$ cat src/rtl/vdp_cpu_port.sv
// CPU I/O port front end of the VDP: decodes the four ports into VRAM
// accesses, control-register writes, status reads and palette writes.
//
// state  | meaning
// -------+-------------------------------------------------------------
// IDLE   | bus_ready high, no VRAM request outstanding
// VWRITE | VRAM write presented, holding it until vram_ready
// VREAD  | VRAM prefetch presented, then waiting for vram_rdata_en
module vdp_cpu_port (
  input  logic        clk,
  input  logic        reset,
  input  logic [1:0]  bus_address,
  input  logic        bus_ioreq,
  input  logic        bus_write,
  input  logic        bus_valid,
  input  logic [7:0]  bus_wdata,
  output logic        bus_ready,
  output logic [7:0]  bus_rdata,
  output logic        bus_rdata_en,
  output logic [16:0] vram_address,
  output logic        vram_write,
  output logic        vram_valid,
  output logic [7:0]  vram_wdata,
  input  logic        vram_ready,
  input  logic [7:0]  vram_rdata,
  input  logic        vram_rdata_en,
  output logic        reg_write,
  output logic [5:0]  reg_num,
  output logic [7:0]  reg_data,
  input  logic [7:0]  status_data,
  output logic        status_read,
  output logic        palette_write,
  output logic [3:0]  palette_num,
  output logic [8:0]  palette_rgb
);

  typedef enum logic [1:0] {IDLE, VWRITE, VREAD} state_t;

  state_t      state;
  logic        ff;
  logic [7:0]  latch;
  logic        pal_ff;
  logic [7:0]  pal_latch;
  logic [7:0]  buffer;
  logic [2:0]  r14;
  logic [3:0]  r16;
  logic [7:0]  r17;

  logic        accept;
  logic        sh_we;
  logic [5:0]  sh_num;
  logic [7:0]  sh_data;

  // Both register-write paths (port 1 second byte, port 3 indirect) merge here
  always_comb begin
    accept  = bus_valid & bus_ioreq & bus_ready;
    sh_we   = 1'b0;
    sh_num  = 6'd0;
    sh_data = 8'd0;
    if (accept && bus_write && bus_address == 2'd1 && ff && bus_wdata[7]) begin
      sh_we   = 1'b1;
      sh_num  = bus_wdata[5:0];
      sh_data = latch;
    end else if (accept && bus_write && bus_address == 2'd3 && r17[5:0] != 6'd17) begin
      sh_we   = 1'b1;
      sh_num  = r17[5:0];
      sh_data = bus_wdata;
    end
  end

  always_ff @(posedge clk) begin
    if (reset) begin
      state         <= IDLE;
      bus_ready     <= 1'b0;
      bus_rdata     <= 8'd0;
      bus_rdata_en  <= 1'b0;
      vram_address  <= 17'd0;
      vram_write    <= 1'b0;
      vram_valid    <= 1'b0;
      vram_wdata    <= 8'd0;
      reg_write     <= 1'b0;
      reg_num       <= 6'd0;
      reg_data      <= 8'd0;
      status_read   <= 1'b0;
      palette_write <= 1'b0;
      palette_num   <= 4'd0;
      palette_rgb   <= 9'd0;
      ff            <= 1'b0;
      latch         <= 8'd0;
      pal_ff        <= 1'b0;
      pal_latch     <= 8'd0;
      buffer        <= 8'd0;
      r14           <= 3'd0;
      r16           <= 4'd0;
      r17           <= 8'd0;
    end else begin
      bus_rdata_en  <= 1'b0;
      reg_write     <= 1'b0;
      status_read   <= 1'b0;
      palette_write <= 1'b0;

      if (sh_we) begin
        reg_write <= 1'b1;
        reg_num   <= sh_num;
        reg_data  <= sh_data;
        case (sh_num)
          6'd14:   r14 <= sh_data[2:0];
          6'd16:   r16 <= sh_data[3:0];
          6'd17:   r17 <= sh_data;
          default: ;
        endcase
      end

      case (state)
        IDLE: begin
          bus_ready <= 1'b1;
          if (accept && bus_write) begin
            case (bus_address)
              2'd0: begin
                ff         <= 1'b0;
                vram_write <= 1'b1;
                vram_valid <= 1'b1;
                vram_wdata <= bus_wdata;
                bus_ready  <= 1'b0;
                state      <= VWRITE;
              end
              2'd1: begin
                if (!ff) begin
                  latch <= bus_wdata;
                  ff    <= 1'b1;
                end else begin
                  ff <= 1'b0;
                  if (!bus_wdata[7]) begin
                    vram_address <= {r14, bus_wdata[5:0], latch};
                    if (!bus_wdata[6]) begin
                      vram_write <= 1'b0;
                      vram_valid <= 1'b1;
                      bus_ready  <= 1'b0;
                      state      <= VREAD;
                    end
                  end
                end
              end
              2'd2: begin
                if (!pal_ff) begin
                  pal_latch <= bus_wdata;
                  pal_ff    <= 1'b1;
                end else begin
                  pal_ff        <= 1'b0;
                  palette_write <= 1'b1;
                  palette_num   <= r16;
                  palette_rgb   <= {pal_latch[6:4], pal_latch[2:0], bus_wdata[2:0]};
                  r16           <= r16 + 4'd1;
                end
              end
              2'd3: begin
                if (!r17[7]) r17[5:0] <= r17[5:0] + 6'd1;
              end
            endcase
          end else if (accept) begin
            bus_rdata_en <= 1'b1;
            case (bus_address)
              2'd0: begin
                // Hand out the prefetched byte and fetch the next one
                ff           <= 1'b0;
                bus_rdata    <= buffer;
                vram_address <= vram_address + 17'd1;
                vram_write   <= 1'b0;
                vram_valid   <= 1'b1;
                bus_ready    <= 1'b0;
                state        <= VREAD;
              end
              2'd1: begin
                ff          <= 1'b0;
                bus_rdata   <= status_data;
                status_read <= 1'b1;
              end
              default: bus_rdata <= 8'd0;
            endcase
          end
        end
        VWRITE: begin
          if (vram_ready) begin
            vram_valid   <= 1'b0;
            vram_write   <= 1'b0;
            vram_address <= vram_address + 17'd1;
            bus_ready    <= 1'b1;
            state        <= IDLE;
          end
        end
        VREAD: begin
          if (vram_valid && vram_ready) vram_valid <= 1'b0;
          if ((!vram_valid || vram_ready) && vram_rdata_en) begin
            buffer     <= vram_rdata;
            vram_valid <= 1'b0;
            bus_ready  <= 1'b1;
            state      <= IDLE;
          end
        end
        default: state <= IDLE;
      endcase
    end
  end

endmodule

$ cat config.mk
export PLATFORM = sky130hd
export DESIGN_NAME = vdp_cpu_port
export DESIGN_NICKNAME = d
export VERILOG_FILES = /design/src/rtl/vdp_cpu_port.sv
export SDC_FILE = /design/constraint.sdc
export NUM_CORES = 1
export LEC_CHECK = 0
export BUFFER_PORTS_ARGS = -buffer_cell sky130_fd_sc_hd__buf_4
export CAP_MARGIN = 20
export CORE_MARGIN = 1
export CORE_UTILIZATION = 55
export CTS_CLUSTER_DIAMETER = 80
export DETAILED_ROUTE_END_ITERATION = 16
export HOLD_SLACK_MARGIN = 0.15
export PLACE_DENSITY = 0.79
export SLEW_MARGIN = 25
export SYNTH_ARGS = -nofsm -noshare
export SYNTH_HDL_FRONTEND = slang
export SYNTH_SLANG_ARGS = --single-unit
$ cat constraint.sdc
create_clock -name clk -period 3 [get_ports clk]
set_input_delay 0.15 -clock clk [delete_from_list [all_inputs] [get_ports clk]]
set_output_delay 0.15 -clock clk [all_outputs]
set_load 0.05 [all_outputs]
==> flow_summary.ini <==
[timing]
final-hold-violation-count = 0
rsz0062_at_grt = no
finalCritPeriodShare_pct = 86.2
relSlewSlack_pct = 30.7
fmax_mhz = 386
tightest_slew_ns = 1.03
skew_ns = 0.0102
fin_ws_ns = 0.413
slew_violations = 0
fin_crit_ns = 2.59
tns_ns = 0
setup_viol = 0

[yosys]
synth_seq_area_share_pct = 40.7
synth-seq-cells = 107
async_flop_share_pct = 0
netlist_instances = 619
synth_nets = 660
synth_ff_type = dfxtp_1
synth_cell_types = 76
yosysWarnings = 0
avgSynthCellArea_um2 = 8.50
syn_area_um2 = 5260
synth_edf_count = 0

[route]
drt_wl_total_mm = 14.5
drt-pass1-iter-count = 6
ant_nets = 0
wl_per_cell_um = 17.3
avgViaCountPerCell = 6.05
vias = 5080
drc = 0
drt_iter0_drc = 426

[global_route]
grt_pass1_vias = 4798
overflow = 0
grt_max_degree = 56
grt_usage_pct = 29.9
grt_pass1_wl_mm = 23.7
antenna_found_initial = 0

[final_layout]
fillers = 736
final_nets = 746
diodes = 0
final_layout_size_suffix_gt1_share_pct = 19.7
layout_commonest_cell = dfxtp_1
multi_input_area_um2 = 2870
seqCellArea_um2 = 2140
area_growth_pct = 21.8
final_cell_mix = dfxtp_1 (107), buf_4 (105), nor2_1 (82)

[clocking]
tritoncts = yes
cts_root_buf = clkbuf_8
htreeDepth = 3
clkTransAtPathRegs_ns = 0.10
cts_buffers = 9
cts.sinks = 107
max-clock-path-buffers = 2
post-cts-setup-buffers = 0
clkLatencyLatePin_ns = 0.37

[worst_setup_path]
end_kind = register
arrival_ns = 2.89
path_class = register to register
required_ns = 3.30
slowest_delay_ns = 0.92
crit_slowest_cell = or4_1
path_max_fanout = 20
crit_path_frequent_cell = a21oi_1
cp_cell_sequence = inv_1 > ha_1 > nand4_1 > or4_1 > a21oi_1 > a31oi_1 > a21oi_1
startpoint_type = register

[flow_run]
maxCapViolCount = 0

[power]
ir_worst_vdd_mv = 0.286
power_density_nw_per_um2 = 452
p_leak_nw = 2.50

[placed_design]
numPortBuffers = 99
place_worst_setup_slack_ns = 0.482
gp_congestion = 0.912
dp_hpwl_mm = 9.88

[floorplan]
initial_core_util_pct = 56.9
fp.dieH_um = 99.8
design.portCount = 100
dieArea_um2 = 9960
core-area_um2 = 9240
die_width_um = 99.8
num_rows = 35

[min_path]
min-delay-path-class = primary input to register

[outcome]
status = completed
cells in the mapped netlist (all sizes together), types with 6 or more instances:
library cell  instances  area [µm²]
dfxtp               107        2140
nor2                 83         314
nand2                65         244
a21oi                60         304
mux2i                47         470
clkbuf               27         101
o21ai                20         100
buf                  19         108
nor3                 18         113
a211oi               17         140
nand4                14         100
nand3                13        65.1
inv                  10        37.5
ha                    8         100
o211ai                7        52.6
o32ai                 7        61.3
a31oi                 6        37.5
nor4                  6        50.0
o31a                  6        52.6
flip-flops by register name, summed over array words and instances (netlist names), 2 cells and up:
register      cells
buffer            8
bus_rdata         8
latch             8
pal_latch         6
palette_num       4
palette_rgb       9
r14               3
r16               4
r17               7
reg_data          8
reg_num           6
state             2
vram_address     17
vram_wdata        8
what timing repair did:
| item | in CTS | in global routing |
|---|---|---|
| hold endpoints to repair | 27 | 0 |
| hold buffers | 16 | 0 |
| resized for setup | 0 | 0 |
area by class of cell:
| type | count | share of cell area [%] |
|---|---|---|
| multi-input combinational | 455 | 44.7 |
| sequential | 107 | 33.4 |
| timing repair buffer | 121 | 14.8 |
| tap | 129 | 2.52 |
| clock buffer | 9 | 1.93 |
| clock inverter | 7 | 1.93 |
| inverter | 11 | 0.644 |
layer usage:
metal  vias to the layer above  track usage [%]  part of all wire [%]
met2                       228             47.7                    47
li1                       2415                -                     -
met3                        39             5.85                   7.6
met4                         0             13.3                   2.7
met5                         -                0                     0
met1                      2398             39.4                    43
report_power, final:
group	internal [mW]	leakage (nW)	switching, mW	total, mW
combinational	0.128	1.52	0.232	0.360
clock	0.560	0.120	0.509	1.07
sequential	1.44	0.863	0.0240	1.47
total	2.13	2.50	0.765	2.90
path summary, 6_finish.rpt:
path | cells past startpoint | startpoint | to | slack [ns]
max | 7 | state[0]$_SDFFE_PP0P_ | r16[2]$_SDFF_PP0_ | 0.41
min | 4 | vram_ready | vram_valid$_SDFFE_PP0P_ | 0.16
max reg2reg | 7 | state[0]$_SDFFE_PP0P_ | r16[2]$_SDFF_PP0_ | 0.41
min reg2reg | 2 | pal_latch[6]$_SDFFE_PP0P_ | palette_rgb[8]$_SDFFE_PP0P_ | 0.46
cells by family after synthesis:
group,Yosys count,synth area share (%)
simple gates,237,22.5
compound gates,159,20.3
xor+xnor,2,0.333
mux,49,9.45
flops,107,40.7
fa+ha+maj,8,1.90
buf+inv,57,4.76
metrics by stage:
step / instances / cell area [µm²] / hold slack (ns) / total power, mW / utilization [%]
global route: 839 / 6410 / 0.188 / 3.00 / 69.3
global placement: 807 / 6000 / 0.380 / 1.83 / 64.9
CTS: 839 / 6410 / 0.151 / 2.90 / 69.3
floorplan: 619 / 5260 / 0.286 / 1.73 / -
detailed placement: 807 / 6000 / 0.389 / 1.84 / 64.9
finish: 839 / 6410 / 0.160 / 2.90 / 69.3
critical path: cells and delay by family, from the launching register on:
kind / cells / cell delay, ns
fa+ha+maj: 1 / 0.33
compound gates: 3 / 0.48
flops: 1 / 0.35
buf+inv: 1 / 0.09
simple gates: 2 / 1.25
Power figures use the tool's default switching activity.
